**config.mk**
```make
export PLATFORM = sky130hd
export DESIGN_NAME = instr_encoder_loader_flat
export DESIGN_NICKNAME = d
export VERILOG_FILES = /design/src/rtl/instr_encoder_loader_pkg.sv /design/src/rtl/instr_encoder_loader_if.sv /design/src/rtl/instr_encoder_loader_fifo.sv /design/src/rtl/instr_encoder_loader.sv /design/src/flat_wrapper.sv
export SDC_FILE = /design/constraint.sdc
export NUM_CORES = 1
export LEC_CHECK = 0
export CAP_MARGIN = 20
export CELL_PAD_IN_SITES_DETAIL_PLACEMENT = 1
export CELL_PAD_IN_SITES_GLOBAL_PLACEMENT = 1
export CORE_MARGIN = 4
export CORE_UTILIZATION = 41
export CTS_CLUSTER_DIAMETER = 100
export DETAILED_ROUTE_END_ITERATION = 12
export PLACE_DENSITY = 0.84
export SYNTH_ARGS = -nofsm -noshare
export SYNTH_HDL_FRONTEND = slang
export SYNTH_SLANG_ARGS = --single-unit
```
**constraint.sdc**
```tcl
create_clock -name clk_i -period 2.9 [get_ports clk_i]
set_input_delay 0.58 -clock clk_i [delete_from_list [all_inputs] [get_ports clk_i]]
set_output_delay 0.58 -clock clk_i [all_outputs]
set_load 0.01 [all_outputs]
```
**src/rtl/instr_encoder_loader_pkg.sv**
```systemverilog
// Shared op-class codes, MIPS opcodes and beat/state types for the instruction loader.
// The decoder imports the same package, so the encodings cannot diverge.
package instr_encoder_loader_pkg;

    typedef enum logic [2:0] {
        OPS_R_TYPE  = 3'd0,
        OPS_ADDI    = 3'd1,
        OPS_SLTIU   = 3'd2,
        OPS_BEQ     = 3'd3,
        OPS_LUI     = 3'd4,
        OPS_ORI     = 3'd5,
        OPS_BNE     = 3'd6,
        OPS_ILLEGAL = 3'd7
    } op_sel_e;

    localparam logic [5:0] OPC_RTYPE = 6'h00;
    localparam logic [5:0] OPC_ADDI  = 6'h08;
    localparam logic [5:0] OPC_SLTIU = 6'h0B;
    localparam logic [5:0] OPC_BEQ   = 6'h04;
    localparam logic [5:0] OPC_LUI   = 6'h0F;
    localparam logic [5:0] OPC_ORI   = 6'h0D;
    localparam logic [5:0] OPC_BNE   = 6'h05;

    typedef struct packed {
        op_sel_e     op_sel;
        logic [4:0]  rs;
        logic [4:0]  rt;
        logic [4:0]  rd;
        logic [4:0]  shamt;
        logic [5:0]  funct;
        logic [15:0] imm;
    } instr_beat_t;

    typedef enum logic [1:0] {S_IDLE, S_RUN, S_DONE} state_t;

endpackage

```
**src/rtl/instr_encoder_loader_if.sv**
```systemverilog
// Beat-in / imem-write-out bus of the instruction loader.
interface instr_encoder_loader_if #(
    parameter int ADDR_W = 32,
    parameter int CNT_W  = 16
);
    logic              start_i;
    logic [ADDR_W-1:0] base_addr_i;
    logic              valid_i;
    logic              ready_o;
    logic [2:0]        op_sel_i;
    logic [4:0]        rs_i, rt_i, rd_i, shamt_i;
    logic [5:0]        funct_i;
    logic [15:0]       imm_i;
    logic              last_i;
    logic              imem_we_o;
    logic [ADDR_W-1:0] imem_addr_o;
    logic [31:0]       imem_data_o;
    logic              imem_ack_i;
    logic [CNT_W-1:0]  count_o;
    logic              done_o;
    logic              err_o;

    modport master (
        output start_i, base_addr_i, valid_i, op_sel_i, rs_i, rt_i, rd_i, shamt_i,
               funct_i, imm_i, last_i, imem_ack_i,
        input  ready_o, imem_we_o, imem_addr_o, imem_data_o, count_o, done_o, err_o
    );

    modport slave (
        input  start_i, base_addr_i, valid_i, op_sel_i, rs_i, rt_i, rd_i, shamt_i,
               funct_i, imm_i, last_i, imem_ack_i,
        output ready_o, imem_we_o, imem_addr_o, imem_data_o, count_o, done_o, err_o
    );
endinterface

```
**src/rtl/instr_encoder_loader_fifo.sv**
```systemverilog
// Registered FIFO for encoded words; full/empty come straight from the pointers.
module instr_fifo #(
    parameter int DEPTH = 4,
    parameter int W     = 32
) (
    input  logic         clk_i,
    input  logic         rst_i,
    input  logic         push_i,
    input  logic         pop_i,
    input  logic [W-1:0] data_i,
    output logic [W-1:0] data_o,
    output logic         full_o,
    output logic         empty_o
);
    localparam int AW = $clog2(DEPTH);

    logic [W-1:0] mem [DEPTH];
    logic [AW:0]  wptr, rptr;

    // Extra wrap bit distinguishes full from empty when the indices match.
    assign empty_o = (wptr == rptr);
    assign full_o  = (wptr[AW] != rptr[AW]) && (wptr[AW-1:0] == rptr[AW-1:0]);
    assign data_o  = mem[rptr[AW-1:0]];

    always_ff @(posedge clk_i or negedge rst_i) begin
        if (!rst_i) begin
            wptr <= '0;
            rptr <= '0;
        end else begin
            if (push_i && !full_o) wptr <= wptr + 1'b1;
            if (pop_i && !empty_o) rptr <= rptr + 1'b1;
        end
    end

    always_ff @(posedge clk_i) begin
        if (push_i && !full_o) mem[wptr[AW-1:0]] <= data_i;
    end
endmodule

```
**src/rtl/instr_encoder_loader.sv**
```systemverilog
// Encodes op-class beats into MIPS words, buffers them and writes them to
// instruction memory at consecutive word addresses.
module instr_encoder_loader
    import instr_encoder_loader_pkg::*;
#(
    parameter int DEPTH  = 4,
    parameter int ADDR_W = 32,
    parameter int CNT_W  = 16
) (
    input logic               clk_i,
    input logic               rst_i,
    instr_encoder_loader_if.slave bus
);
    state_t            state, state_nxt;
    instr_beat_t       beat;
    logic              last_seen, err;
    logic              fifo_full, fifo_empty, accept, illegal, push, pop;
    logic [31:0]       head;
    logic [ADDR_W-1:0] addr;
    logic [CNT_W-1:0]  count;

    function automatic logic [31:0] encode(instr_beat_t b);
        logic [31:0] w;
        w = '0;
        case (b.op_sel)
            OPS_R_TYPE: w = {OPC_RTYPE, b.rs, b.rt, b.rd, b.shamt, b.funct};
            OPS_ADDI:   w = {OPC_ADDI,  b.rs, b.rt, b.imm};
            OPS_SLTIU:  w = {OPC_SLTIU, b.rs, b.rt, b.imm};
            OPS_BEQ:    w = {OPC_BEQ,   b.rs, b.rt, b.imm};
            OPS_LUI:    w = {OPC_LUI,   5'd0, b.rt, b.imm};
            OPS_ORI:    w = {OPC_ORI,   b.rs, b.rt, b.imm};
            OPS_BNE:    w = {OPC_BNE,   b.rs, b.rt, b.imm};
            default:    w = '0;
        endcase
        return w;
    endfunction

    assign beat = '{op_sel: op_sel_e'(bus.op_sel_i), rs: bus.rs_i, rt: bus.rt_i,
                    rd: bus.rd_i, shamt: bus.shamt_i, funct: bus.funct_i, imm: bus.imm_i};

    assign bus.ready_o = (state == S_RUN) && !fifo_full && !last_seen;
    assign accept      = bus.valid_i && bus.ready_o;
    assign illegal     = (beat.op_sel == OPS_ILLEGAL);
    assign push        = accept && !illegal;
    assign bus.imem_we_o   = (state == S_RUN) && !fifo_empty;
    assign pop             = bus.imem_we_o && bus.imem_ack_i;
    assign bus.imem_addr_o = addr;
    assign bus.imem_data_o = head;
    assign bus.count_o     = count;
    assign bus.done_o      = (state == S_DONE);
    assign bus.err_o       = err;

    instr_fifo #(.DEPTH(DEPTH), .W(32)) u_fifo (
        .clk_i   (clk_i),
        .rst_i   (rst_i),
        .push_i  (push),
        .pop_i   (pop),
        .data_i  (encode(beat)),
        .data_o  (head),
        .full_o  (fifo_full),
        .empty_o (fifo_empty)
    );

    always_ff @(posedge clk_i or negedge rst_i) begin
        if (!rst_i) state <= S_IDLE;
        else        state <= state_nxt;
    end

    // Session ends only once the final beat is in and every buffered word has drained.
    always_comb begin
        state_nxt = state;
        case (state)
            S_IDLE:  if (bus.start_i) state_nxt = S_RUN;
            S_RUN:   if (last_seen && fifo_empty) state_nxt = S_DONE;
            S_DONE:  state_nxt = S_IDLE;
            default: state_nxt = S_IDLE;
        endcase
    end

    always_ff @(posedge clk_i or negedge rst_i) begin
        if (!rst_i) begin
            last_seen <= 1'b0;
            err       <= 1'b0;
            addr      <= '0;
            count     <= '0;
        end else if (state == S_IDLE && bus.start_i) begin
            last_seen <= 1'b0;
            err       <= 1'b0;
            addr      <= bus.base_addr_i & ~ADDR_W'(3);
            count     <= '0;
        end else begin
            if (accept && bus.last_i) last_seen <= 1'b1;
            if (accept && illegal)    err       <= 1'b1;
            if (pop) begin
                addr  <= addr + ADDR_W'(4);
                count <= count + 1'b1;
            end
        end
    end
endmodule

```
**src/flat_wrapper.sv**
```systemverilog
// flat-port wrapper written by rule: the top's interface ports become plain ports
module instr_encoder_loader_flat import instr_encoder_loader_pkg::*;
#(
    parameter int DEPTH  = 4,
    parameter int ADDR_W = 32,
    parameter int CNT_W  = 16
)
  (clk_i, rst_i, bus_start_i, bus_base_addr_i, bus_valid_i, bus_op_sel_i, bus_rs_i, bus_rt_i, bus_rd_i, bus_shamt_i, bus_funct_i, bus_imm_i, bus_last_i, bus_imem_ack_i, bus_ready_o, bus_imem_we_o, bus_imem_addr_o, bus_imem_data_o, bus_count_o, bus_done_o, bus_err_o);
  instr_encoder_loader_if #(.ADDR_W(ADDR_W), .CNT_W(CNT_W)) bus_i ();
  input logic clk_i;
  input logic rst_i;
  input wire logic [$bits(bus_i.start_i)-1:0] bus_start_i;
  input wire logic [$bits(bus_i.base_addr_i)-1:0] bus_base_addr_i;
  input wire logic [$bits(bus_i.valid_i)-1:0] bus_valid_i;
  input wire logic [$bits(bus_i.op_sel_i)-1:0] bus_op_sel_i;
  input wire logic [$bits(bus_i.rs_i)-1:0] bus_rs_i;
  input wire logic [$bits(bus_i.rt_i)-1:0] bus_rt_i;
  input wire logic [$bits(bus_i.rd_i)-1:0] bus_rd_i;
  input wire logic [$bits(bus_i.shamt_i)-1:0] bus_shamt_i;
  input wire logic [$bits(bus_i.funct_i)-1:0] bus_funct_i;
  input wire logic [$bits(bus_i.imm_i)-1:0] bus_imm_i;
  input wire logic [$bits(bus_i.last_i)-1:0] bus_last_i;
  input wire logic [$bits(bus_i.imem_ack_i)-1:0] bus_imem_ack_i;
  output wire logic [$bits(bus_i.ready_o)-1:0] bus_ready_o;
  output wire logic [$bits(bus_i.imem_we_o)-1:0] bus_imem_we_o;
  output wire logic [$bits(bus_i.imem_addr_o)-1:0] bus_imem_addr_o;
  output wire logic [$bits(bus_i.imem_data_o)-1:0] bus_imem_data_o;
  output wire logic [$bits(bus_i.count_o)-1:0] bus_count_o;
  output wire logic [$bits(bus_i.done_o)-1:0] bus_done_o;
  output wire logic [$bits(bus_i.err_o)-1:0] bus_err_o;
  assign bus_i.start_i = bus_start_i;
  assign bus_i.base_addr_i = bus_base_addr_i;
  assign bus_i.valid_i = bus_valid_i;
  assign bus_i.op_sel_i = bus_op_sel_i;
  assign bus_i.rs_i = bus_rs_i;
  assign bus_i.rt_i = bus_rt_i;
  assign bus_i.rd_i = bus_rd_i;
  assign bus_i.shamt_i = bus_shamt_i;
  assign bus_i.funct_i = bus_funct_i;
  assign bus_i.imm_i = bus_imm_i;
  assign bus_i.last_i = bus_last_i;
  assign bus_i.imem_ack_i = bus_imem_ack_i;
  assign bus_ready_o = bus_i.ready_o;
  assign bus_imem_we_o = bus_i.imem_we_o;
  assign bus_imem_addr_o = bus_i.imem_addr_o;
  assign bus_imem_data_o = bus_i.imem_data_o;
  assign bus_count_o = bus_i.count_o;
  assign bus_done_o = bus_i.done_o;
  assign bus_err_o = bus_i.err_o;
  instr_encoder_loader #(.DEPTH(DEPTH), .ADDR_W(ADDR_W), .CNT_W(CNT_W)) u_core (.clk_i(clk_i), .rst_i(rst_i), .bus(bus_i));
endmodule
```
Word-level counts from Yosys, hierarchy flattened
Memory sizes are Yosys's and may differ from the RTL's.
Index checks and enable logic that the tools add are counted.
{"block": "word_totals", "mem_bits_rw": 120, "reg_bits": 58, "word_cells": 63, "mem_count": 1, "inputBits": 83, "output_inout_bits": 84}
{"memory": "u_core.u_fifo.mem", "depth": 4, "width": 30, "rd": 1, "rd_clocked_by_memory_dff": 0, "write_ports": 1, "line_no": "instr_encoder_loader_fifo.sv:17", "rtl": "logic [W-1:0] mem [DEPTH];"}
{"block": "classes", "n_reduce_logical": 23, "add_sub_neg": 4, "mux": 14, "eq_ne": 14}
{"operator": "case mux 30 bit (7 select lines)", "n": 1}
{"operator": "two-way mux 32 bit", "n": 2}
{"operator": "adder 32 x 3 -> 32 bit (second input constant)", "n": 1}
{"operator": "two-way mux 16 bit", "n": 2}
{"operator": "adder 16 x 1 -> 16 bit (second input constant)", "n": 1}
{"operator": "logical AND 1 bit", "n": 13}
{"operator": "== test 3 bit (second input constant)", "n": 4}
{"operator": "adder 3 x 1 -> 3 bit (second input constant)", "n": 2}
{"operator": "== test 3 x 2 -> 1 bit (second input constant)", "n": 2}
{"operator": "two-way mux 1 bit", "n": 6}
{"operator": "nonzero test 2 bit", "n": 3}
{"operator": "zero test 1 bit", "n": 4}
{"operator": "two-way mux 2 bit", "n": 2}
{"operator": "!= test 2 bit (second input constant)", "n": 2}
{"operator": "case mux 2 bit (2 select lines)", "n": 1}
{"operator": "== test 3 x 1 -> 1 bit (second input constant)", "n": 1}
{"operator": "== test 3 bit", "n": 1}
{"operator": "zero test 3 bit", "n": 1}
{"operator": "== test 2 x 1 -> 1 bit (second input constant)", "n": 1}
{"operator": "== test 2 bit", "n": 1}
{"operator": "== test 2 bit (second input constant)", "n": 1}
{"operator": "zero test 2 bit", "n": 1}
{"operator": "AND reduction 2 bit", "n": 1}
{"operator": "!= test 1 bit", "n": 1}

Depth between registers and ports, before layout
{"block": "logic_depth", "word_depth": 10, "depth_mapped": 7, "ltp_nobuf": 5}

Hierarchy
A second synthesis with hierarchy kept.
{"block": "unflattened", "hier_cells": 590, "hier_area_um2": 8210.4}
{"mod": "instr_fifo", "n_inst": 1, "cells_each": 219, "seq_area_each_um2": 3993.8, "area_per_inst_um2": 5138.7}
{"mod": "instr_encoder_loader", "n_inst": 1, "cells_each": 371, "seq_area_each_um2": 1251.2, "area_per_inst_um2": 3071.7}

Least setup slack after synthesis
Ideal clock, no wire load.
{"block": "synth_path", "path_type": "flip-flop to flip-flop", "startpoint": "register u_core.u_fifo.rptr[1]", "endpoint": "memory u_core.u_fifo.mem[0][0] (netlist name) (enable)", "synth_period_minus_slack_ps": 2692, "path_buffers": 2, "arrival_time_ps": 2303, "t_required_ps": 2510, "setup_ps": 390, "path_stages_with_launch": 7, "path_slack_ps": 208, "path_cell_list": "dfrtp_1 -> buf_2 -> xnor2_1 -> a311oi_1 -> and3b_1 -> clkbuf_2 -> and2_1"}
{"block": "synth_between", "elab_chain_cells": 10}
{"item": "start: declaration", "line_no": "instr_encoder_loader_fifo.sv:18", "rtl": "logic [AW:0] wptr, rptr;"}
{"item": "start signal: assignment", "line_no": "instr_encoder_loader_fifo.sv:31", "rtl": "if (pop_i && !empty_o) rptr <= rptr + 1'b1;"}
{"item": "== test 2 bit", "line_no": "instr_encoder_loader_fifo.sv:22", "rtl": "assign full_o = (wptr[AW] != rptr[AW]) && (wptr[AW-1:0] == rptr[AW-1:0]);"}
{"item": "logical AND 1 bit", "line_no": "instr_encoder_loader_fifo.sv:22"}
{"item": "zero test 1 bit", "line_no": "instr_encoder_loader.sv:41", "rtl": "assign bus.ready_o = (state == S_RUN) && !fifo_full && !last_seen;"}
{"item": "logical AND 1 bit (2 in a row)", "line_no": "instr_encoder_loader.sv:41"}
{"item": "net bus_ready_o", "line_no": "flat_wrapper.sv:24", "rtl": "output wire logic [$bits(bus_i.ready_o)-1:0] bus_ready_o;"}
{"item": "logical AND 1 bit", "line_no": "instr_encoder_loader.sv:42", "rtl": "assign accept = bus.valid_i && bus.ready_o;"}
{"item": "logical AND 1 bit", "line_no": "instr_encoder_loader.sv:44", "rtl": "assign push = accept && !illegal;"}
{"item": "logical AND 1 bit", "line_no": "instr_encoder_loader_fifo.sv:36", "rtl": "if (push_i && !full_o) mem[wptr[AW-1:0]] <= data_i;"}
{"item": "two-way mux 1 bit", "line_no": "instr_encoder_loader_fifo.sv:36"}
{"item": "two-way mux 1 bit (not written as such)", "line_no": "instr_encoder_loader_fifo.sv:36"}
{"item": "end: declaration", "line_no": "instr_encoder_loader_fifo.sv:17"}
The timed path passes the listed nets, and every way through them passes these cells.

Worst setup path in the final report
{"block": "layout_path", "startpoint": "register u_core.u_fifo.rptr[1]", "endpoint": "output port bus_imem_data_o[4]"}
{"block": "layout_between", "elab_chain_cells": 1}
{"item": "memory (4 x 30 bit)"}
{"item": "end: declaration", "line_no": "flat_wrapper.sv:27", "rtl": "output wire logic [$bits(bus_i.imem_data_o)-1:0] bus_imem_data_o;"}
No other way between the ends.

==> impl_summary.txt <==
----------------------------------------------------
[Status]
  Result of the run ... completed

[Synth]
  Mean instance size in the synthesized netlist ... 13.5 µm²
  Top cell type by total area after synthesis ... edfxtp_1
  Count of synthesis-stage warnings from yosys ... 0
  Portion of the post-synthesis area used by sequential elements ... 0.636
  Synth top area share ... 0.458
  Post-synthesis cell count ... roughly 580
  Proportion of register bits with asynchronous set or reset after synthesis ... 0.318
  EDFF count, synth ... 120
  Yosys cell types ... between 50 and 60
  Most used flip-flop cell after synthesis ... edfxtp_1
  Post-synthesis instance area ... 7870 µm²
  Number of synthesized register bits ... 176
  Cells taking the most area after synthesis ... edfxtp_1, dfrtp_1, mux4_2

[CTS]
  CTS tree ... done
  Worst-skew pair later-pin latency ... 0.43 ns
  Worst-case clock buffer depth ... 2
  Reg clk slew, reported paths ... 0.07 ns
  Number of sinks on the clock net ... 176
  Level count of the clock H-tree ... 4
  Cell at the root of the clock tree ... clkbuf_16
  Inserted Clock Buffers ... 17

[Global routing]
  Total track usage ... 0.192
  Antenna violations before repair ... 0
  Largest net degree at the start of global routing ... 33
  Global-route wire length before repair ... roughly 32,000 µm
  Number of global-route vias before repair ... 5,941
  Gr ovfl total ... 0

[Floorplan]
  Initial cell density of the core ... 0.419
  Height of the chip ... roughly 150 µm
  Total Die Area ... 21,500 µm²
  Ports placed on the boundary ... around 170
  Num rows ... 50
  Placeable core region ... 18,800 µm²
  X dimension of the die ... 147 µm

[Timing]
  Post-route minimum period ... between 2 and 3 ns
  Final worst setup slack ... about 0.11 ns
  Worst slew margin relative to its limit ... 0.414
  Max Freq ... 359 MHz
  Ratio of final minimum period to clock period ... 0.962
  Final number of hold-violating endpoints ... 0
  Slew @ Worst Pin ... 0.879 ns
  Setup TNS ... 0 ns
  Setup repair after global routing missed its margin ... false
  # setup viols final ... 0
  Largest clock skew in the final design ... ~0.013 ns
  Final number of max-transition violations ... 0

[Drt]
  Average vias per placed instance ... 5.45
  Post-DRT Antenna Nets ... 0
  Number of DRC markers in iteration 0 ... 306
  Average wire length per cell after detail routing ... 20.5 µm
  Residual DRC ... 0
  DR vias ... 5,387
  Number of detailed-routing iterations run before antenna repair ... 4
  Post-Route WL ... roughly 20,000 µm

[Placement]
  Routability cong. ... roughly 0.84
  HPWL reported at the end of detailed placement ... 14,100 µm
  Quantity of I/O buffers inserted on ports ... 160
  Worst setup slack after placement ... 0.172 ns

[Critical path]
  Slowest cell on the critical path ... clkdlybuf4s50_1
  Data arrival at the endpoint of the critical path ... about 2.2 ns
  Kind of critical path ... register to primary output
  Critical path's largest stage delay ... between 0.5 and 0.6 ns
  Crit-path max FO ... 32
  Critical Path Start Type ... register
  Required arrival time at the worst endpoint ... 2.32 ns
  Number of buffer and inverter instances along the worst setup path ... 2
  Type of destination of the critical path ... primary output
  Chain of cells forming the critical path ... buf_4, mux4_2, clkdlybuf4s50_1
  Cell class contributing the biggest share of worst-path delay ... buffers and inverters

[Final layout]
  Share of cells above drive strength 1 ... 0.136
  Most used cells in the layout excluding fill and tap cells ... clkdlybuf4s50_1, edfxtp_1, nand2_1, dfrtp_1, xnor2_1
  Most common cell after layout, fill and taps aside ... clkdlybuf4s50_1
  Number of inserted diodes ... 0
  Number of nets in the finished design ... 833
  Area Overhead vs Synth ... 31.6%

[Power]
  LEAKAGE ... 0.00362 µW
  Maximum VDD drop ... 0.000547 V
  Power per cell area ... 930 nW/µm²

[Hold path]
  Worst min-delay path class ... primary input to async pin

[Flow run]
  Count of maximum capacitance violations ... 0

----------------------------------------------------
[stage by stage]
| stage | util | power, µW | instance area, µm² | hold WS (ns) | cells |
|---|---|---|---|---|---|
| detailed placement | 0.520 | 7440 | 9760 | 0.513 | 957 |
| floorplan | - | 5610 | 7880 | 0.284 | 585 |
| CTS | 0.550 | 9690 | 10300 | 0.203 | 988 |
| global placement | 0.520 | 7270 | 9760 | 0.497 | 957 |
| global route | 0.552 | 10200 | 10400 | 0.231 | 989 |
| finish | 0.552 | 9640 | 10400 | 0.201 | 989 |
[synth_stat cells, drive strengths merged (2+ instances only)]
library cell / instances
buf: 16
ha: 7
nand4: 8
a31oi: 2
xor2: 5
or3: 4
nand2: 77
nor4: 10
clkbuf: 21
and2: 13
nor3: 20
a21oi: 30
edfxtp: 120
dfrtp: 56
nor2b: 7
nand3: 16
and4: 5
mux4: 30
o31ai: 2
inv: 9
xnor2: 41
and3: 6
o21ai: 27
and3b: 2
nor2: 31
[report_power, final]
part           internal (µW)  switching (µW)
Sequential              3250             472
Combinational           1900            1810
Clock                   1140            1070
Total                   6290            3350
[layer usage]
metal / part of all wire / vias to the layer above / wire (µm) / global-route usage
met3: 0.054 / 26 / 1100 / 0.0503
met1: 0.43 / 2731 / 8660 / 0.241
li1: - / 2446 / - / -
met2: 0.51 / 184 / 10300 / 0.333
met5: 0 / - / 0 / 0
met4: 0.013 / 0 / 259 / 0.0480
[worst paths after layout]
| path | startpoint | endpoint | slack [ns] | depth (start not counted) |
|---|---|---|---|---|
| min | rst_i | u_core.bus.count_o[15] | 0.20 | 1 |
| max | u_core.u_fifo.rptr[1] | bus_imem_data_o[4] | 0.11 | 3 |
| min in group clk_i | u_core.bus.imem_addr_o[8] | u_core.bus.imem_addr_o[8] | 0.53 | 1 |
| max in group asynchronous | rst_i | u_core.bus.imem_addr_o[9] | 2.09 | 2 |
| max reg2reg | u_core.u_fifo.rptr[0] | u_core.u_fifo.mem[1][19] | 0.32 | 4 |
| min reg2reg | u_core.bus.imem_addr_o[8] | u_core.bus.imem_addr_o[8] | 0.53 | 1 |
[area by class of cell]
type	count	area (µm²)
clock buffer	17	425
clock inverter	14	150
fill	1863	8410
inverter	9	33.8
multi-input combinational	363	2690
sequential	176	5010
tap	234	293
timing repair buffer	176	1760
[sequential cells by signal (all words and copies together), names as in the netlist]
name and cells:
u_core.last_seen 1, u_core.u_fifo.rptr 3, u_core.bus.err_o 1, u_core.bus.imem_addr_o 30, u_core.bus.count_o 16, u_core.u_fifo.wptr 3, u_core.state 2, u_core.u_fifo.mem 120
[repair_timing]
item	in CTS	in global routing
hold buffers	0	0
gates resized for setup	0	1
endpoints found under the setup margin	0	3
buffers inserted	0	0
[logic make-up after synthesis]
| family | after synthesis | share of synthesized area |
|---|---|---|
| simple gates | 204 | 0.134 |
| flops | 176 | 0.636 |
| compound gates | 71 | 0.0520 |
| xor+xnor | 46 | 0.0521 |
| buf+inv | 46 | 0.0269 |
| mux | 31 | 0.0871 |
| fa+ha+maj | 7 | 0.0111 |
| other cells | 1 | 0.000476 |
Power figures use the tool's default switching activity.
